[src/rtl/pipe_ctrl_pkg.sv]
// Shared definitions for the pipeline hazard/stall control slice.
// Contents: register address width, FSM state encoding and stall-need codes.
package pipe_ctrl_pkg;

   localparam int unsigned REG_AW = 5;

   typedef enum logic [1:0] {
      ST_IDLE  = 2'd0,
      ST_RUN   = 2'd1,
      ST_STALL = 2'd2
   } state_e;

   // Number of bubble cycles a hazard requires before operands are forwardable.
   localparam logic [1:0] NEED_NONE = 2'd0;
   localparam logic [1:0] NEED_1    = 2'd1;
   localparam logic [1:0] NEED_2    = 2'd2;

endpackage

[src/rtl/hazard_detect.sv]
// Combinational hazard classification for the instruction in ID against the one in EX.
// Ports:
//   id_rsaddr_i, id_rtaddr_i  source registers of the ID instruction
//   id_uses_rt_i              ID instruction reads rt
//   id_branch_i               ID instruction is a branch resolved in ID
//   ex_writeaddr_i            destination register of the EX instruction
//   ex_regwrite_i             EX instruction writes a register
//   ex_memread_i              EX instruction is a load
//   lu_o                      load-use hazard
//   bl_o                      branch operand produced by a load in EX
//   ba_o                      branch operand produced by an ALU op in EX
//   need_o                    bubble cycles required (NEED_NONE/NEED_1/NEED_2)
module hazard_detect #(
   parameter int unsigned REG_AW = pipe_ctrl_pkg::REG_AW
) (
   input  logic [REG_AW-1:0] id_rsaddr_i,
   input  logic [REG_AW-1:0] id_rtaddr_i,
   input  logic              id_uses_rt_i,
   input  logic              id_branch_i,
   input  logic [REG_AW-1:0] ex_writeaddr_i,
   input  logic              ex_regwrite_i,
   input  logic              ex_memread_i,
   output logic              lu_o,
   output logic              bl_o,
   output logic              ba_o,
   output logic [1:0]        need_o
);
   import pipe_ctrl_pkg::*;

   logic ex_dst_valid;
   logic hit;

   // Register 0 is hard-wired, so a write to it never creates a dependency.
   assign ex_dst_valid = (ex_writeaddr_i != '0);
   assign hit = ex_dst_valid &
                ((ex_writeaddr_i == id_rsaddr_i) |
                 (id_uses_rt_i & (ex_writeaddr_i == id_rtaddr_i)));

   assign lu_o = ex_memread_i & hit;
   assign bl_o = id_branch_i & ex_memread_i & hit;
   assign ba_o = id_branch_i & ex_regwrite_i & ~ex_memread_i & hit;

   // A branch on a load result waits for MEM, so it takes precedence.
   always_comb begin
      need_o = NEED_NONE;
      if (bl_o) begin
         need_o = NEED_2;
      end else if (lu_o || ba_o) begin
         need_o = NEED_1;
      end
   end

endmodule

[src/rtl/hazard_stall_ctrl.sv]
// Hazard stall controller beside the ID stage of the 5-stage pipeline.
// Inserts bubbles for load-use and branch-in-ID operand hazards and freezes the
// back end of the pipeline while the dcache services a miss.
// Ports:
//   clk_i, rst_i       clock, synchronous active-high reset
//   start_i            leaves IDLE on the first high cycle
//   id_*               hazard info from the ID stage
//   ex_*               destination/control info from ID/EX
//   dcache_stall_i     dcache miss in progress
//   pc_write_o         PC load enable
//   ifid_write_o       IF/ID load enable
//   ifid_flush_o       IF/ID cleared to nop (taken branch)
//   idex_bubble_o      ID/EX control fields forced to 0
//   pipe_freeze_o      ID/EX, EX/MEM and MEM/WB hold
// Optional (macro HAZARD_PERF_EN):
//   stall_cycles_o     saturating count of bubble cycles
//   freeze_cycles_o    saturating count of freeze cycles
module hazard_stall_ctrl #(
   parameter int unsigned REG_AW    = pipe_ctrl_pkg::REG_AW,
   parameter int unsigned MAX_STALL = 2
) (
   input  logic              clk_i,
   input  logic              rst_i,
   input  logic              start_i,
   input  logic [REG_AW-1:0] id_rsaddr_i,
   input  logic [REG_AW-1:0] id_rtaddr_i,
   input  logic              id_uses_rt_i,
   input  logic              id_branch_i,
   input  logic              id_branch_taken_i,
   input  logic [REG_AW-1:0] ex_writeaddr_i,
   input  logic              ex_regwrite_i,
   input  logic              ex_memread_i,
   input  logic              dcache_stall_i,
   output logic              pc_write_o,
   output logic              ifid_write_o,
   output logic              ifid_flush_o,
   output logic              idex_bubble_o,
   output logic              pipe_freeze_o
`ifdef HAZARD_PERF_EN
   ,
   output logic [31:0]       stall_cycles_o,
   output logic [31:0]       freeze_cycles_o
`endif
);
   import pipe_ctrl_pkg::*;

   localparam int unsigned CNT_W = $clog2(MAX_STALL + 1);

   state_e           state_q, state_d;
   logic [CNT_W-1:0] cnt_q, cnt_d;

   logic       lu, bl, ba;
   logic [1:0] need;
   logic       hazard;

   hazard_detect #(
      .REG_AW (REG_AW)
   ) u_hazard_detect (
      .id_rsaddr_i    (id_rsaddr_i),
      .id_rtaddr_i    (id_rtaddr_i),
      .id_uses_rt_i   (id_uses_rt_i),
      .id_branch_i    (id_branch_i),
      .ex_writeaddr_i (ex_writeaddr_i),
      .ex_regwrite_i  (ex_regwrite_i),
      .ex_memread_i   (ex_memread_i),
      .lu_o           (lu),
      .bl_o           (bl),
      .ba_o           (ba),
      .need_o         (need)
   );

   assign hazard = lu | bl | ba;

   always_comb begin
      state_d       = state_q;
      cnt_d         = cnt_q;
      pc_write_o    = 1'b0;
      ifid_write_o  = 1'b0;
      ifid_flush_o  = 1'b0;
      idex_bubble_o = 1'b0;
      pipe_freeze_o = 1'b0;

      // Outputs stay quiet during reset so a reset cycle never advances the pipeline.
      if (!rst_i) begin
         unique case (state_q)
            ST_IDLE: begin
               if (start_i) begin
                  state_d = ST_RUN;
               end
            end

            ST_RUN: begin
               if (dcache_stall_i) begin
                  pipe_freeze_o = 1'b1;
               end else if (hazard) begin
                  // Any pending flush is deferred until the branch operands are valid.
                  idex_bubble_o = 1'b1;
                  if (need == NEED_2) begin
                     cnt_d   = CNT_W'(MAX_STALL - 1);
                     state_d = ST_STALL;
                  end
               end else begin
                  pc_write_o   = 1'b1;
                  ifid_write_o = 1'b1;
                  ifid_flush_o = id_branch_i & id_branch_taken_i;
               end
            end

            ST_STALL: begin
               // The stall decision was registered on entry; ID/EX inputs are not re-examined.
               if (dcache_stall_i) begin
                  pipe_freeze_o = 1'b1;
               end else begin
                  idex_bubble_o = 1'b1;
                  cnt_d         = cnt_q - CNT_W'(1);
                  if (cnt_q <= CNT_W'(1)) begin
                     state_d = ST_RUN;
                  end
               end
            end

            default: begin
               state_d = ST_IDLE;
            end
         endcase
      end
   end

   always_ff @(posedge clk_i) begin
      if (rst_i) begin
         state_q <= ST_IDLE;
         cnt_q   <= '0;
      end else begin
         state_q <= state_d;
         cnt_q   <= cnt_d;
      end
   end

`ifdef HAZARD_PERF_EN
   logic [31:0] stall_cnt_q;
   logic [31:0] freeze_cnt_q;

   always_ff @(posedge clk_i) begin
      if (rst_i) begin
         stall_cnt_q  <= '0;
         freeze_cnt_q <= '0;
      end else begin
         if (idex_bubble_o && (stall_cnt_q != 32'hFFFF_FFFF)) begin
            stall_cnt_q <= stall_cnt_q + 32'd1;
         end
         if (pipe_freeze_o && (freeze_cnt_q != 32'hFFFF_FFFF)) begin
            freeze_cnt_q <= freeze_cnt_q + 32'd1;
         end
      end
   end

   assign stall_cycles_o  = stall_cnt_q;
   assign freeze_cycles_o = freeze_cnt_q;
`endif

endmodule

[config.mk]
export PLATFORM = sky130hd
export DESIGN_NAME = hazard_stall_ctrl
export DESIGN_NICKNAME = d
export VERILOG_FILES = /design/src/rtl/pipe_ctrl_pkg.sv /design/src/rtl/hazard_detect.sv /design/src/rtl/hazard_stall_ctrl.sv
export SDC_FILE = /design/constraint.sdc
export NUM_CORES = 1
export LEC_CHECK = 0
export CAP_MARGIN = 20
export CORE_AREA = 2 2 39 41
export DETAILED_ROUTE_END_ITERATION = 10
export DIE_AREA = 0 0 41 43
export PLACE_DENSITY = 0.9
export SYNTH_ARGS = -nofsm -noshare
export SYNTH_HDL_FRONTEND = slang
export SYNTH_SLANG_ARGS = --single-unit
[constraint.sdc]
create_clock -name clk_i -period 3.98 [get_ports clk_i]
set_input_delay 0.995 -clock clk_i [delete_from_list [all_inputs] [get_ports clk_i]]
set_output_delay 0.995 -clock clk_i [all_outputs]
set_load 0.02 [all_outputs]
# After elaboration in Yosys (flattened, before gate mapping)
# Cells that the tools add are included.
[word_totals]
regBits = 4
input_bits = 24
out_inout_bits = 5
elab_cells = 65
[classes]
add_sub_neg = 1
order_cmp = 1
n_eq_ne = 11
n_mux = 30
bitwise_logic = 13
reduce_logical = 7
[op_table]
columns = ["cell", "n"]
rows = [
  ["2-bit two-way mux", 11],
  ["1-bit two-way mux", 16],
  ["2-bit != test, second input constant", 6],
  ["5-bit == test", 2],
  ["1-bit bitwise AND", 9],
  ["2-bit one-hot mux with 3 select lines", 1],
  ["6-bit AND reduction", 1],
  ["5-bit AND reduction", 1],
  ["5-bit nonzero test", 1],
  ["2-bit == test, second input constant", 2],
  ["2-bit one-hot mux with 2 select lines", 1],
  ["1-bit OR", 3],
  ["2-bit by 1-bit == test with 1-bit output, second input constant", 1],
  ["2-bit by 1-bit <= comparator with 1-bit output, second input constant", 1],
  ["2-bit zero test", 1],
  ["1-bit one-hot mux with 2 select lines", 1],
  ["2-bit nonzero test", 1],
  ["2-bit OR reduction", 1],
  ["2-bit by 1-bit subtractor with 2-bit output, second input constant", 1],
  ["1-bit logical OR", 1],
  ["1-bit inverter", 1],
]

# Longest topological paths before layout
# Gate-level depths: netlist of run 1.
[logic_depth]
ltp_word = 13
mapped_depth = 7
mapped_depth_nobuf = 6

# Modules after synthesis
# Synthesis of run 1 repeated with hierarchy kept, for this count alone.
[unflattened]
cells_unflattened = 68
area_unflattened_um2 = 550.5
[by_module_without_submodules]
columns = ["module", "n_inst", "cells_each", "area_per_inst_um2", "seq_area_each_um2"]
rows = [
  ["hazard_stall_ctrl", 1, 42, 367.9, 80.1],
  ["hazard_detect", 1, 26, 182.7, 0.0],
]

# Worst setup path after synthesis of run 1
# No wires, ideal clock.
[synth_timing]
path_type = "input to output"
startpoint = "in ex_writeaddr_i[3]"
endpoint = "out idex_bubble_o"
arrival_ns = 2.287
required_ns = 2.985
setup_slack_ns = 0.698
stages = 6
n_path_buf = 0
cell_sequence = "xor2_1 > nor4_1 > a32oi_1 > a21oi_1 > a31oi_1 > nor4b_2"
[synth_between]
elab_chain_len = 11
elab_cells_between_ends = 15
classes_between = "eq/ne (2); mux (4); bitwise (8); reduce/logical (1)"
[synth_lines]
columns = ["element", "line", "text"]
rows = [
  ["from (decl)", "hazard_stall_ctrl.sv:30", "input logic [REG_AW-1:0] ex_writeaddr_i,"],
  ["5-bit == test", "hazard_detect.sv:37", "(id_uses_rt_i & (ex_writeaddr_i == id_rtaddr_i)));"],
  ["1-bit bitwise AND", "hazard_detect.sv:37", ""],
  ["1-bit OR", "hazard_detect.sv:36", "((ex_writeaddr_i == id_rsaddr_i) |"],
  ["1-bit bitwise AND (*)", "hazard_detect.sv:35", "assign hit = ex_dst_valid &"],
  ["1-bit bitwise AND (on tied branches)", "hazard_detect.sv:39, hazard_detect.sv:40", ""],
  ["1-bit OR", "hazard_stall_ctrl.sv:72", "assign hazard = lu | bl | ba;"],
  ["1-bit OR (*)", "hazard_stall_ctrl.sv:72", ""],
  ["1-bit two-way mux (*)", "hazard_stall_ctrl.sv:95", "end else if (hazard) begin"],
  ["1-bit two-way mux (*)", "hazard_stall_ctrl.sv:93", "if (dcache_stall_i) begin"],
  ["1-bit one-hot mux with 2 select lines (*)", "hazard_stall_ctrl.sv:85", "unique case (state_q)"],
  ["1-bit two-way mux (*)", "hazard_stall_ctrl.sv:84", "if (!rst_i) begin"],
  ["to (decl)", "hazard_stall_ctrl.sv:37", "output logic idex_bubble_o,"],
]
# Every way passes the cells marked *; elsewhere a longest branch is shown, timed or not.

# Worst setup path in the final report of run 1
[layout_timing]
startpoint = "in ex_writeaddr_i[3]"
endpoint = "out ifid_flush_o"
[layout_between]
elab_chain_len = 11
elab_cells_between_ends = 15
classes_between = "eq/ne (2); mux (4); bitwise (8); reduce/logical (1)"
[layout_lines]
columns = ["element", "line", "text"]
rows = [
  ["5-bit == test", "hazard_detect.sv:37", ""],
  ["1-bit bitwise AND", "hazard_detect.sv:37", ""],
  ["1-bit OR", "hazard_detect.sv:36", ""],
  ["1-bit bitwise AND (*)", "hazard_detect.sv:35", ""],
  ["1-bit bitwise AND (on tied branches)", "hazard_detect.sv:39, hazard_detect.sv:40", ""],
  ["1-bit OR", "hazard_stall_ctrl.sv:72", ""],
  ["1-bit OR (*)", "hazard_stall_ctrl.sv:72", ""],
  ["1-bit two-way mux (*)", "hazard_stall_ctrl.sv:95", ""],
  ["1-bit two-way mux (*)", "hazard_stall_ctrl.sv:93", ""],
  ["1-bit two-way mux (*)", "hazard_stall_ctrl.sv:85", ""],
  ["1-bit two-way mux (*)", "hazard_stall_ctrl.sv:84", ""],
  ["to (decl)", "hazard_stall_ctrl.sv:36", "output logic ifid_flush_o,"],
]
# Marks and branches as above.

==> results.yml, run 1 <==
route:
  drcViolationCount: 0
  wl_per_cell_um: 11.02
  drt_pass1_iterations: 4
  vias: 555
  viasPerCell: 5.045
  ant_nets: 0
  drt-initial-drc-count: 1
  wirelength_mm: 1.212
setup_path:
  critPathBufInv: 2
  r2r_setup_slack_ns: 2.46
  critPathRequiredTime_ns: 2.98
  worstReg2RegEnd: "state_q[0]$_SDFFE_PP0P_"
  crit_fanout: 2
  r2r_cells: 6
  cp-end-kind: "output pin"
  cpMaxStageDelayCell: "clkdlybuf4s50_1"
  r2r-start: "state_q[0]$_SDFFE_PP0P_"
  cp_data_arrival_time_ns: 2.77
  critPathKind: "input port to output pin"
  cp-start-kind: "input port"
  cpPeakStageDelay_ns: 0.44
  critical_path.cell_chain: "clkdlybuf4s50_1 > xor2_1 > nor4_1 > a32oi_1 > a21oi_2 > nand2_1 > and4_1 > dlygate4sd2_1"
  crit_family: "buffers and inverters"
floorplan:
  fp.dieH_um: 43
  fp.dieArea_sq_mm: 0.001763
  core_sq_mm: 0.001384
  pin_count: 29
  dieWidth_um: 41
  rows: 14
  initial_core_util_pct: 37.16
global_routing:
  antenna_found_initial: 0
  grt.busiest_layer: "met2"
  track_usage_pct: 17.22
  use_met2_pct: 30.94
  grt_util_met3_pct: 2.618
  grt_max_degree: 11
  overflow: 0
  grt_pass1_wl_mm: 2.035
  grt_pass1_vias: 555
  use_met1_pct: 15.61
logic_synthesis:
  syn_area_sq_um: 514.2
  netlist.area_leader.share_pct: 15.57
  synth_nets: 91
  syn_inst: 61
  synth_top_area_cell: "dfxtp_1"
  ys_seq_area_share_pct: 15.57
  yosysWarnings: 0
  synth.distinct_cells: 29
  yosys-top-cells-area: "dfxtp_1 (16%), xor2_1 (15%), ha_1 (15%)"
  ys_ff_latch: 4
  syn_avg_cell_area_sq_um: 8.430
hold_path:
  hold_start: "cnt_q[0]$_SDFFE_PP0P_"
  hold_class: "flip-flop to flip-flop"
  whs_endpoint: "cnt_q[0]$_SDFFE_PP0P_"
  hold_path_depth: 2
timing:
  slew_viol_final: 0
  fin_crit_sh_pct: 94.57
  hold_viol: 0
  slew_headroom_pct: 77.77
  fmax_mhz: 265.7
  min_period_ns: 3.764
  worst_slew_pin_slew_ns: 0.3310
  fin_ws_ns: 0.2159
  skew_ns: 0.001351
  rsz0062_at_grt: "false"
  setup_viol_count_final: 0
clock_tree:
  cts.sinks: 4
  clockRootBuffer: "clkbuf_4"
  ctsHtreeMaxLevel: 1
  clk-insertion-delay-late_ns: 0.24
  cts_tree: "built"
  cts_buffers: 3
  clockBufferDepth: 2
  clk_pin_slew_ns: 0.04
place:
  place_ws_ns: -0.2097
  dp_cells: 107
  place_hpwl_mm: 1.085
  gp_congestion: 0.7582
  portBuffers: 28
  placed_cell_area_sq_um: 833.3
finish:
  final_cell_mix: "clkdlybuf4s50_1 (24), xor2_1 (9), ha_1 (6)"
  nFillCells: 130
  layout.nets: 126
  area_growth_pct: 65.45
  drive_gt1_share_pct: 13.83
  final_common_cell: "clkdlybuf4s50_1"
  fin_cells: 110
  stdcell_area_sq_um: 850.8
  diodes: 0
pwr:
  vdd_drop_max_mv: 0.1380
  p_per_area_mw_per_mm2: 368.3
  leakage_uw: 0.0003700
run:
  maxCapViolCount: 0
run_status:
  status: "finished, final reports clean"
power breakdown:
group / total, uW / switching [uW] / internal [uW]
sequential: 69.5 / 14.7 / 54.8
combinational: 192 / 91.2 / 100
clock: 52.2 / 18.4 / 33.8
total: 313 / 124 / 189
metal layers:
layer | share of wire [%] | vias to the layer above
li1 | - | 282
met3 | 5.8 | 3
met1 | 36 | 242
met2 | 56 | 28
met4 | 2.6 | 0
met5 | 0 | -
worst max path at each step:
| stage | to | startpoint | cells past startpoint | slack, ns |
|---|---|---|---|---|
| finish | ifid_flush_o | ex_writeaddr_i[3] | 8 | 0.22 |
| CTS | idex_bubble_o | ex_writeaddr_i[3] | 8 | 0.08 |
| floorplan | idex_bubble_o | ex_writeaddr_i[3] | 6 | 0.70 |
| global route | ifid_flush_o | ex_writeaddr_i[3] | 8 | 0.04 |
| detailed placement | idex_bubble_o | ex_writeaddr_i[3] | 8 | -0.21 |
| global placement | idex_bubble_o | ex_writeaddr_i[0] | 8 | -0.18 |
area by class of cell:
class	instances	area (sq um)	share of cell area, %
Inverter	4	15.01	1.765
Sequential cell	4	80.08	9.412
Timing Repair Buffer	32	301.5	35.44
Clock buffer	3	22.52	2.647
Tap cell	16	20.02	2.353
Multi-Input combinational cell	51	411.6	48.38
registers in the layout, indices dropped and copies added, names as in the netlist:
signal   count
cnt_q        2
state_q      2
logic make-up after synthesis:
logic type	count (synthesis)	synth area share, %
flops	4	15.57
xor+xnor	10	17.03
mux	2	3.893
buf+inv	6	5.108
simple gates	21	24.09
fa+ha+maj	6	14.60
compound gates	12	19.71
Yosys cell counts:
cell type / instances
a211o_2: 1
a21o_1: 2
a21oi_1: 2
a31oi_1: 1
a32oi_1: 1
a41o_1: 1
and2_1: 1
and3b_1: 1
and4_1: 1
buf_4: 1
clkbuf_1: 1
dfxtp_1: 4
ha_1: 6
inv_1: 4
mux2i_1: 2
nand2_1: 5
nand2b_1: 3
nand4b_1: 1
nor2_1: 4
nor3_1: 2
nor3b_1: 1
nor4_1: 1
nor4b_2: 1
o21ai_0: 1
o21ai_2: 1
o221a_4: 1
o31ai_1: 1
xnor2_1: 1
xor2_1: 9
per-stage QoR:
stage | total power, uW | setup TNS, ns | util, % | hold slack, ns
detailed placement | 267.1 | -0.2789 | 60.22 | 0.5096
global route | 343.0 | 0 | 61.48 | 0.5475
global placement | 258.7 | -0.1853 | 60.22 | 0.4984
floorplan | 202.8 | 0 | - | 0.4798
CTS | 319.8 | 0 | 61.48 | 0.5184
finish | 313.3 | 0 | 61.48 | 0.5128
worst min-delay path: stages, from the launching register on:
cell and delay [ns]:
dfxtp_1 0.35, a21oi_1 0.05, nor2_1 0.08
repair_timing:
action,4_1_cts,5_1_grt
endpoints found under the setup margin,4,2
buffers inserted,0,0
resized for setup,4,4
hold buffers,0,0
endpoints found under the hold margin,0,0
Note: power is estimated with default switching activity, not from simulation.
==> run 2, diff against run 1 <==
--- a/config.mk
+++ b/config.mk
@@ -5,6 +5,7 @@
 export SDC_FILE = /design/constraint.sdc
 export NUM_CORES = 1
 export LEC_CHECK = 0
+export ABC_CLOCK_PERIOD_IN_PS = 3980
 export CAP_MARGIN = 20
 export CORE_AREA = 2 2 39 41
 export DETAILED_ROUTE_END_ITERATION = 10
==> results of run 2 <==
No change in the layout: final DEF, timing and power equal those of run 1.
==> run 3, diff against run 2 <==
--- a/config.mk
+++ b/config.mk
@@ -10,7 +10,7 @@
 export CORE_AREA = 2 2 39 41
 export DETAILED_ROUTE_END_ITERATION = 10
 export DIE_AREA = 0 0 41 43
-export PLACE_DENSITY = 0.9
+export PLACE_DENSITY = 0.81
 export SYNTH_ARGS = -nofsm -noshare
 export SYNTH_HDL_FRONTEND = slang
 export SYNTH_SLANG_ARGS = --single-unit
==> run 3 against run 2 <==
Net effect: fmax shrank 1.4%; combinational power about the same; critical path depth unchanged; sequential share of layout area is essentially flat; clock skew rose by 0.0042 ns; sequential cell count unchanged; highest routed layer unchanged.
==> results.yml, run 3 (synthesis gave the netlist of run 1 again) <==
timing:
  min_period_ns: 3.817
  fmax_mhz: 262.0
  setup_viol_count_final: 0
  fin_ws_ns: 0.1631
  slew_viol_final: 0
  slew_headroom_pct: 81.48
  rsz0062_at_grt: "false"
  fin_crit_sh_pct: 95.90
  worst_slew_pin_slew_ns: 0.2757
  skew_ns: 0.005544
  hold_viol: 0
place:
  dp_cells: 108
  place_hpwl_mm: 1.036
  place_ws_ns: -0.2195
  portBuffers: 28
  placed_cell_area_sq_um: 840.8
  gp_congestion: 0.7663
clock_tree:
  clk-insertion-delay-late_ns: 0.24
  ctsHtreeMaxLevel: 1
  clockRootBuffer: "clkbuf_4"
  clockBufferDepth: 2
  post_cts_buffers: 0
  cts-hold-fix-buffers: 0
  cts_buffers: 3
  cts_tree: "built"
  clk_pin_slew_ns: 0.03
  cts.sinks: 4
global_routing:
  antenna_found_initial: 0
  grt_max_degree: 8
  overflow: 0
  grt_pass1_vias: 534
  track_usage_pct: 15.52
  grt_pass1_wl_mm: 1.925
floorplan:
  fp.dieH_um: 43
  fp.dieArea_sq_mm: 0.001763
  initial_core_util_pct: 37.16
  rows: 14
  core_sq_mm: 0.001384
  pin_count: 29
  dieWidth_um: 41
finish:
  final_cell_mix: "clkdlybuf4s50_1 (24), xor2_1 (9), ha_1 (6)"
  drive_gt1_share_pct: 13.68
  stdcell_area_sq_um: 854.6
  diodes: 0
  reg_top3: "cnt_q (2), state_q (2)"
  layout.nets: 127
  post-route-util_pct: 61.75
  area_growth_pct: 66.18
  final_common_cell: "clkdlybuf4s50_1"
  fin_cells: 111
pwr:
  p_total_uw: 309.5
  leakage_uw: 0.0003753
  p_per_area_mw_per_mm2: 362.1
  vdd_drop_max_mv: 0.1249
setup_path:
  critPathKind: "input port to output pin"
  cpMaxStageDelayCell: "clkdlybuf4s50_1"
  cp_data_arrival_time_ns: 2.82
  critPathBufInv: 2
  crit_fanout: 2
  critPathLaunch: "ex_writeaddr_i[3]"
  cp-end-kind: "output pin"
  cp-start-kind: "input port"
  cpPeakStageDelay_ns: 0.43
  r2r-start: "state_q[0]$_SDFFE_PP0P_"
  critical_path.cell_chain: "clkdlybuf4s50_1 > xor2_1 > nor4_1 > a32oi_1 > a21oi_1 > nand2_1 > and4_1 > dlygate4sd2_1"
  crit_family: "buffers and inverters"
  critPathRequiredTime_ns: 2.98
route:
  ant_nets: 0
  vias: 563
  wirelength_mm: 1.132
  wl_per_cell_um: 10.20
  viasPerCell: 5.072
  drt_pass1_iterations: 4
  drt-initial-drc-count: 3
  drcViolationCount: 0
hold_path:
  hold_start: "cnt_q[0]$_SDFFE_PP0P_"
  hold_class: "flip-flop to flip-flop"
run:
  maxCapViolCount: 0
run_status:
  status: "finished, final reports clean"
-- run 3: cell count changes in the layout (fill, tap and decap cells not counted), sizes merged --
cell / change
buf: +1
-- run 3: metrics by stage --
step / hold WS [ns] / setup TNS [ns]
after floorplan: 0.4798 / 0
after global placement: 0.5011 / -0.1953
after detailed placement: 0.5162 / -0.2847
after CTS: 0.5242 / 0
after global routing: 0.5428 / 0
final: 0.5143 / 0
-- run 3: what timing repair did --
item | CTS | global route
endpoints found under the setup margin | 4 | 1
pin swaps | 0 | 0
resized for setup | 4 | 3
-- run 3: area by class of cell --
class	count	area (sq um)
inverters	4	15.01
multi-input cells	51	407.9
flip-flops and latches	4	80.08
well taps	16	20.02
clock buffers	3	22.52
fillers	132	529.3
repair buffers	33	309.0
-- run 3: path summary, 6_finish.rpt --
kind | cells past startpoint | to | slack, ns
setup / recovery | 8 | ifid_flush_o | 0.16
setup reg to reg | 6 | state_q[0]$_SDFFE_PP0P_ | 2.45
hold reg to reg | 2 | cnt_q[0]$_SDFFE_PP0P_ | 0.51
hold / removal | 2 | cnt_q[0]$_SDFFE_PP0P_ | 0.51
-- run 3: metal layers --
| metal | vias up | GRT usage [%] | routed length (um) |
|---|---|---|---|
| li1 | 287 | - | - |
| met1 | 249 | 14.97 | 410 |
| met2 | 25 | 28.75 | 626 |
| met3 | 2 | 5.236 | 80 |
| met4 | 0 | 4.000 | 13 |
| met5 | - | 0 | 0 |
-- run 3: report_power, final --
group          switching (uW)  internal (uW)
sequential               14.6           54.8
combinational            88.5            101
clock                    17.0           33.8
total                     120            189
-- run 3: worst register-to-register path, stage by stage, from the launching register on --
cell and delay (ns):
dfxtp_1 0.40, inv_1 0.08, ha_1 0.27, a21o_1 0.19, o21ai_2 0.10, o221a_4 0.24
mux2i_1 0.18
